==> src/rtl/cl_crc_stream.sv <==
`default_nettype none
// ============================================================================
//  Module   : cl_crc_stream
//  Brief    : Parametrised streaming CRC engine. Folds DATA_W/8 bytes per
//             accepted beat into a CRC of any width/polynomial and emits one
//             registered result per frame on a valid/ready output.
//  Options  : `define CL_CRC_CHECK_EN adds the m_ok port, which flags a final
//             CRC equal to RESIDUE (frame carries its own transmitted CRC).
//  Revision : 1.0  initial release
// ============================================================================
module cl_crc_stream #(
    parameter int          CRC_W  = 32,
    parameter logic [63:0] POLY   = 64'h0000_0000_04C1_1DB7,
    parameter logic [63:0] INIT   = 64'h0000_0000_FFFF_FFFF,
    parameter logic [63:0] XOROUT = 64'h0000_0000_FFFF_FFFF,
    parameter bit          REFIN  = 1'b1,
    parameter bit          REFOUT = 1'b1,
    parameter int          DATA_W = 32
`ifdef CL_CRC_CHECK_EN
    ,
    parameter logic [63:0] RESIDUE = 64'h0000_0000_2144_DF1C
`endif
) (
    input  logic                  clk,
    input  logic                  rst_n,
    input  logic                  s_valid,
    output logic                  s_ready,
    input  logic [DATA_W-1:0]     s_data,
    input  logic [DATA_W/8-1:0]   s_keep,
    input  logic                  s_last,
    output logic                  m_valid,
    input  logic                  m_ready,
    output logic [CRC_W-1:0]      m_crc
`ifdef CL_CRC_CHECK_EN
    ,
    output logic                  m_ok
`endif
);

    localparam int               c_lanes  = DATA_W / 8;
    localparam logic [CRC_W-1:0] c_poly   = POLY[CRC_W-1:0];
    localparam logic [CRC_W-1:0] c_init   = INIT[CRC_W-1:0];
    localparam logic [CRC_W-1:0] c_xorout = XOROUT[CRC_W-1:0];

    // Frame position: IDLE means the running register still holds INIT.
    localparam logic [0:0] ST_IDLE = 1'b0;
    localparam logic [0:0] ST_ACC  = 1'b1;

    // Elaboration-time sanity checks on the configuration.
    if (DATA_W % 8 != 0 || DATA_W < 8) begin : g_bad_data_w
        $error("cl_crc_stream: DATA_W (%0d) must be a non-zero multiple of 8", DATA_W);
    end
    if (CRC_W < 8 || CRC_W > 64) begin : g_bad_crc_w
        $error("cl_crc_stream: CRC_W (%0d) must lie in 8..64", CRC_W);
    end

    // One byte through a bit-serial LFSR in normal (MSB-first) register form.
    // Reflected input is handled by feeding the byte LSB first.
    function automatic logic [CRC_W-1:0] crc_byte(input logic [CRC_W-1:0] c,
                                                  input logic [7:0]       d);
        logic [CRC_W-1:0] r;
        logic             fb;
        r = c;
        for (int b = 0; b < 8; b++) begin
            fb = r[CRC_W-1] ^ (REFIN ? d[b] : d[7-b]);
            r  = {r[CRC_W-2:0], 1'b0};
            if (fb) begin
                r = r ^ c_poly;
            end
        end
        return r;
    endfunction

    function automatic logic [CRC_W-1:0] bit_rev(input logic [CRC_W-1:0] v);
        logic [CRC_W-1:0] r;
        r = '0;
        for (int b = 0; b < CRC_W; b++) begin
            r[b] = v[CRC_W-1-b];
        end
        return r;
    endfunction

    logic [0:0]       r_state;
    logic [CRC_W-1:0] r_crc;
    logic             r_m_valid;
    logic [CRC_W-1:0] r_m_crc;

    logic             w_accept;
    logic             w_last_acc;
    logic [CRC_W-1:0] w_crc_base;
    logic [CRC_W-1:0] w_fold;
    logic [CRC_W-1:0] w_final;

    // The input stalls only while a result is held against backpressure.
    assign s_ready    = !r_m_valid || m_ready;
    assign w_accept   = s_valid && s_ready;
    assign w_last_acc = w_accept && s_last;
    assign w_crc_base = (r_state == ST_IDLE) ? c_init : r_crc;

    // Fold all enabled lanes of the current beat, lane 0 first in time.
    // Keep only masks lanes on the last beat of a frame.
    always_comb begin
        w_fold = w_crc_base;
        for (int i = 0; i < c_lanes; i++) begin
            if (!s_last || s_keep[i]) begin
                w_fold = crc_byte(w_fold, s_data[8*i +: 8]);
            end
        end
    end

    // Output conditioning applied to the fully folded register.
    always_comb begin
        w_final = (REFOUT ? bit_rev(w_fold) : w_fold) ^ c_xorout;
    end

    // Frame state and running register; the last beat reloads INIT so the
    // next frame can start on the very next cycle.
    always_ff @(posedge clk or negedge rst_n) begin
        if (!rst_n) begin
            r_state <= ST_IDLE;
            r_crc   <= c_init;
        end else if (w_accept) begin
            if (s_last) begin
                r_state <= ST_IDLE;
                r_crc   <= c_init;
            end else begin
                r_state <= ST_ACC;
                r_crc   <= w_fold;
            end
        end
    end

    // Result register: loads on an accepted last beat, clears on handshake,
    // holds otherwise. A load in the handshake cycle keeps m_valid high.
    always_ff @(posedge clk or negedge rst_n) begin
        if (!rst_n) begin
            r_m_valid <= 1'b0;
            r_m_crc   <= '0;
        end else if (w_last_acc) begin
            r_m_valid <= 1'b1;
            r_m_crc   <= w_final;
        end else if (m_ready) begin
            r_m_valid <= 1'b0;
        end
    end

    assign m_valid = r_m_valid;
    assign m_crc   = r_m_crc;

`ifdef CL_CRC_CHECK_EN
    localparam logic [CRC_W-1:0] c_residue = RESIDUE[CRC_W-1:0];

    logic r_m_ok;

    // Residue flag travels with the CRC it was computed from.
    always_ff @(posedge clk or negedge rst_n) begin
        if (!rst_n) begin
            r_m_ok <= 1'b0;
        end else if (w_last_acc) begin
            r_m_ok <= (w_final == c_residue);
        end
    end

    assign m_ok = r_m_ok;
`endif

endmodule
`default_nettype wire

==> config.mk <==
export PLATFORM = sky130hd
export DESIGN_NAME = cl_crc_stream
export DESIGN_NICKNAME = d
export VERILOG_FILES = /design/src/rtl/cl_crc_stream.sv
export SDC_FILE = /design/constraint.sdc
export NUM_CORES = 1
export LEC_CHECK = 0
export BUFFER_PORTS_ARGS = -buffer_cell sky130_fd_sc_hd__buf_4
export CAP_MARGIN = 25
export CELL_PAD_IN_SITES_DETAIL_PLACEMENT = 0
export CELL_PAD_IN_SITES_GLOBAL_PLACEMENT = 2
export CORE_MARGIN = 2
export CORE_UTILIZATION = 40
export CTS_CLUSTER_SIZE = 28
export DETAILED_ROUTE_END_ITERATION = 16
export PLACE_DENSITY = 0.82
export SLEW_MARGIN = 20
export SYNTH_ARGS = -nofsm -noshare
export SYNTH_HDL_FRONTEND = slang
export SYNTH_SLANG_ARGS = --single-unit
==> constraint.sdc <==
create_clock -name clk -period 5.8 [get_ports clk]
set_input_delay 0.29 -clock clk [delete_from_list [all_inputs] [get_ports clk]]
set_output_delay 0.29 -clock clk [all_outputs]
set_load 0.01 [all_outputs]
==> impl_results.md <==
- Cell Rows: 53
- Worst Tran Pin Value: 1110 ps
- Slew headroom: 26.0%
- Nets@finish: 1016
- Post-synth cell types: 73
- RSZ-0062 raised after global routing: no
- Adder-cell share of the synthesized area: 0%
- Worst setup EP type: register
- Max cap viols: 0
- Layout area overhead: 15.9%
- Die width: 150 µm
- Mux cell area share after synthesis: 5.36%
- Ant. Diodes: 0
- Max Fclk: 0.180 GHz
- Routed len/inst: 23.4 µm
- Cts bufs inserted: 9
- CTS H-tree lvls: 3
- Non-Filler Instances: 1255
- Final slew viol count: 0
- Number of synthesized register bits: 66
- Max FO, Critical Path: 7
- Synth Area in XOR/XNOR: 40.5%
- Min Tclk post-route: 5540 ps
- Hold crit path type: input pin to asynchronous set/reset pin
- Die Y-Extent: 150 µm
- Setup TNS after final layout: 0 ps
- Worst setup SP type: register
- Vias per Instance: 5.59
- Number of flops mapped to enable cells by yosys: 0
- I/O Pins: 75
- CP Class: register to register
- CP Cell Sequence: xor3_1 > or3_1 > a31oi_2 > xnor2_2 > xnor3_1 > xor2_2 > and4bb_2 > a211o_1 > xnor2_2 > xor3_1 > o21a_2 > xnor2_4 > xor3_1 > a21oi_1 > o21ai_0
- Critical Path RT: 6010 ps
- CP max stage delay: 690 ps
- Clock latency at the later pin of the worst-skew pair: 340 ps
- Starting Density: 40.8%
- Fraction of layout cells with a size suffix above 1: 24.7%
- Reg2reg start: r_crc[31]$_DFFE_PN1P_
- Filler cells: 1992
- Initial antenna violation count: 0
- Die area: 0.0226 mm²
- Max Root-Sink Buffers: 2
- Largest family of logic cells by synthesized area: XOR/XNOR gates
- Worst Setup SP: r_crc[31]$_DFFE_PN1P_
- Starting DRC count in detailed routing: 663
- Most frequent CP cell: xor3_1
- Syn_nets: 940
- Outcome: completed
- GR Util All Layers: 26.8%
- Pre-antenna DRT Iters: 5
- Clk sinks: 66
- Gr ovfl total: 0
- Crit path DAT: 5750 ps
- Final Cycle Share: 95.5%
- Final Setup Violations: 0
- Syn avg cell area: 9.54 µm²
- Slowest-stage cell, CP: dfstp_2
- Root Driver: clkbuf_16
- Async S/R FF share, synth: 100%
- Vias in the first global route: 6881
- Commonest non-fill, non-tap cell in the layout: buf_4
- Gpl congestion: 0.972
- Post-Synth Simple-Gate Area: 13.4%
- IO Port Bufs: 74
- CTS tree: done
- Predominant post-synthesis flop cell: dfrtp_1
- Post-synthesis compound-gate area fraction: 17.5%
- First-pass GRT wire length: 43900 µm
- Hold Violations, Final: 0
- Mapped Area: 0.00857 mm²
- DR vias: 7021
- Dpl hpwl: 23500 µm
- DR DRC count: 0
- Post-route ant nets: 0
- CTS Hold Buffers Added: 0
- Largest net degree at the start of global routing: 67
- Post-synthesis sequential area ratio: 19.7%
- Ys Warns: 0
- Most frequent cells in the layout: buf_4 (126), xnor2_1 (121), nor2_1 (94)
- Final wirelength: 29400 µm
- Cell count after placement: 1236
- Syn Inst Count: 899
- Worst Skew: 7.47 ps
- Worst-path clk slew: 50 ps
- Core Footprint: 0.0210 mm²
[registers in the layout, summed over array words and instances, names as in the netlist]
signal and flops:
m_valid 1, r_state 1, r_crc 32, m_crc 32
[metrics by stage]
| step | hold WS, ps | instance area [µm²] | worst slack [ps] | util (%) |
|---|---|---|---|---|
| 2_1_floorplan | -5.59 | 8570 | 624 | - |
| 3_3_place_gp | 454 | 9560 | 169 | 45.5 |
| 3_5_place_dp | 444 | 9560 | 229 | 45.5 |
| 4_1_cts | 90.5 | 9880 | 180 | 47.0 |
| 5_1_grt | 130 | 9930 | 19.7 | 47.2 |
| 6_report | 57.6 | 9930 | 259 | 47.2 |
[logic make-up after synthesis]
kind of cell	count (synthesis)
buffers and inverters	63
XOR/XNOR	268
AND/OR/NAND/NOR	243
AO/OA/AOI/OAI	218
multiplexers	41
flip-flops	66
[critical path, delay by kind of cell (launching register included)]
family	cells	cell delay, ps
AOI/OAI and AO/OA	5	1390
xor gates and xnor gates	8	2700
DFF	1	690
and+or+nand+nor	2	620
[routing by layer]
layer,part of all wire (%),up-vias,track usage (%)
met4,4.4,0,12.5
met1,45,3381,37.2
met5,0,-,0
met3,6.1,59,4.27
li1,-,3300,-
met2,44,281,40.9
[path summary, 6_finish.rpt]
kind	cells past startpoint	end	slack (ps)
setup reg to reg	15	m_crc[2]$_DFFE_PN0P_	260
max in group asynchronous	1	m_crc[20]$_DFFE_PN0P_	5170
hold / removal	1	m_crc[31]$_DFFE_PN0P_	60
min in group clk	3	m_valid$_DFFE_PN0P_	270
hold reg to reg	1	m_crc[8]$_DFFE_PN0P_	490
setup / recovery	15	m_crc[2]$_DFFE_PN0P_	260
[cell type report]
cell class | count | area [µm²] | share of cell area [%]
multi-input cells | 770 | 6620 | 66.6
flip-flops and latches | 66 | 1690 | 17.0
repair buffers | 126 | 946 | 9.53
well taps | 275 | 344 | 3.46
clock buffers | 11 | 264 | 2.66
clock inverters | 5 | 58.8 | 0.592
inverters | 2 | 7.51 | 0.0756
[cells in the mapped netlist, types with 4 or more instances]
library cell    n  area share, %
a21oi_1        65            3.8
o211ai_1       11           0.96
nor2b_1         7           0.51
buf_2           8           0.47
a21o_1         11           0.96
nand3_1        14           0.82
a211o_1         5           0.51
dfrtp_1        34            9.9
xnor3_2         4            1.1
xor2_1         60            6.1
clkbuf_1       33            1.4
a31oi_1         7           0.51
a211oi_1        6           0.53
and3_1          8           0.58
o22a_1         17            1.7
nor3_1         13           0.76
o21ai_0        36            2.1
nor2_1         94            4.1
and2_1          8           0.58
dfstp_2        32            9.8
xor3_1         13            3.6
xnor2_2        10            1.9
nand2b_1       14            1.0
o22ai_1         7           0.51
buf_6           6           0.79
xnor3_1        48             13
mux2i_1        31            3.6
or3_1          11           0.80
a22o_1          5           0.51
xor2_2          6            1.1
xnor2_1       122             12
nand2_1        61            2.7
o21ai_1        10           0.58
buf_1          12           0.53
mux2_2          6           0.79
a21oi_2         6           0.61
[repair_timing]
item                                    CTS  global route
buffers inserted                          0             3
endpoints found under the setup margin    0             9
resized for setup                         0             4
Power is not shown: default switching activity piles up to over one toggle a cycle in this logic, so the estimate is an artifact.
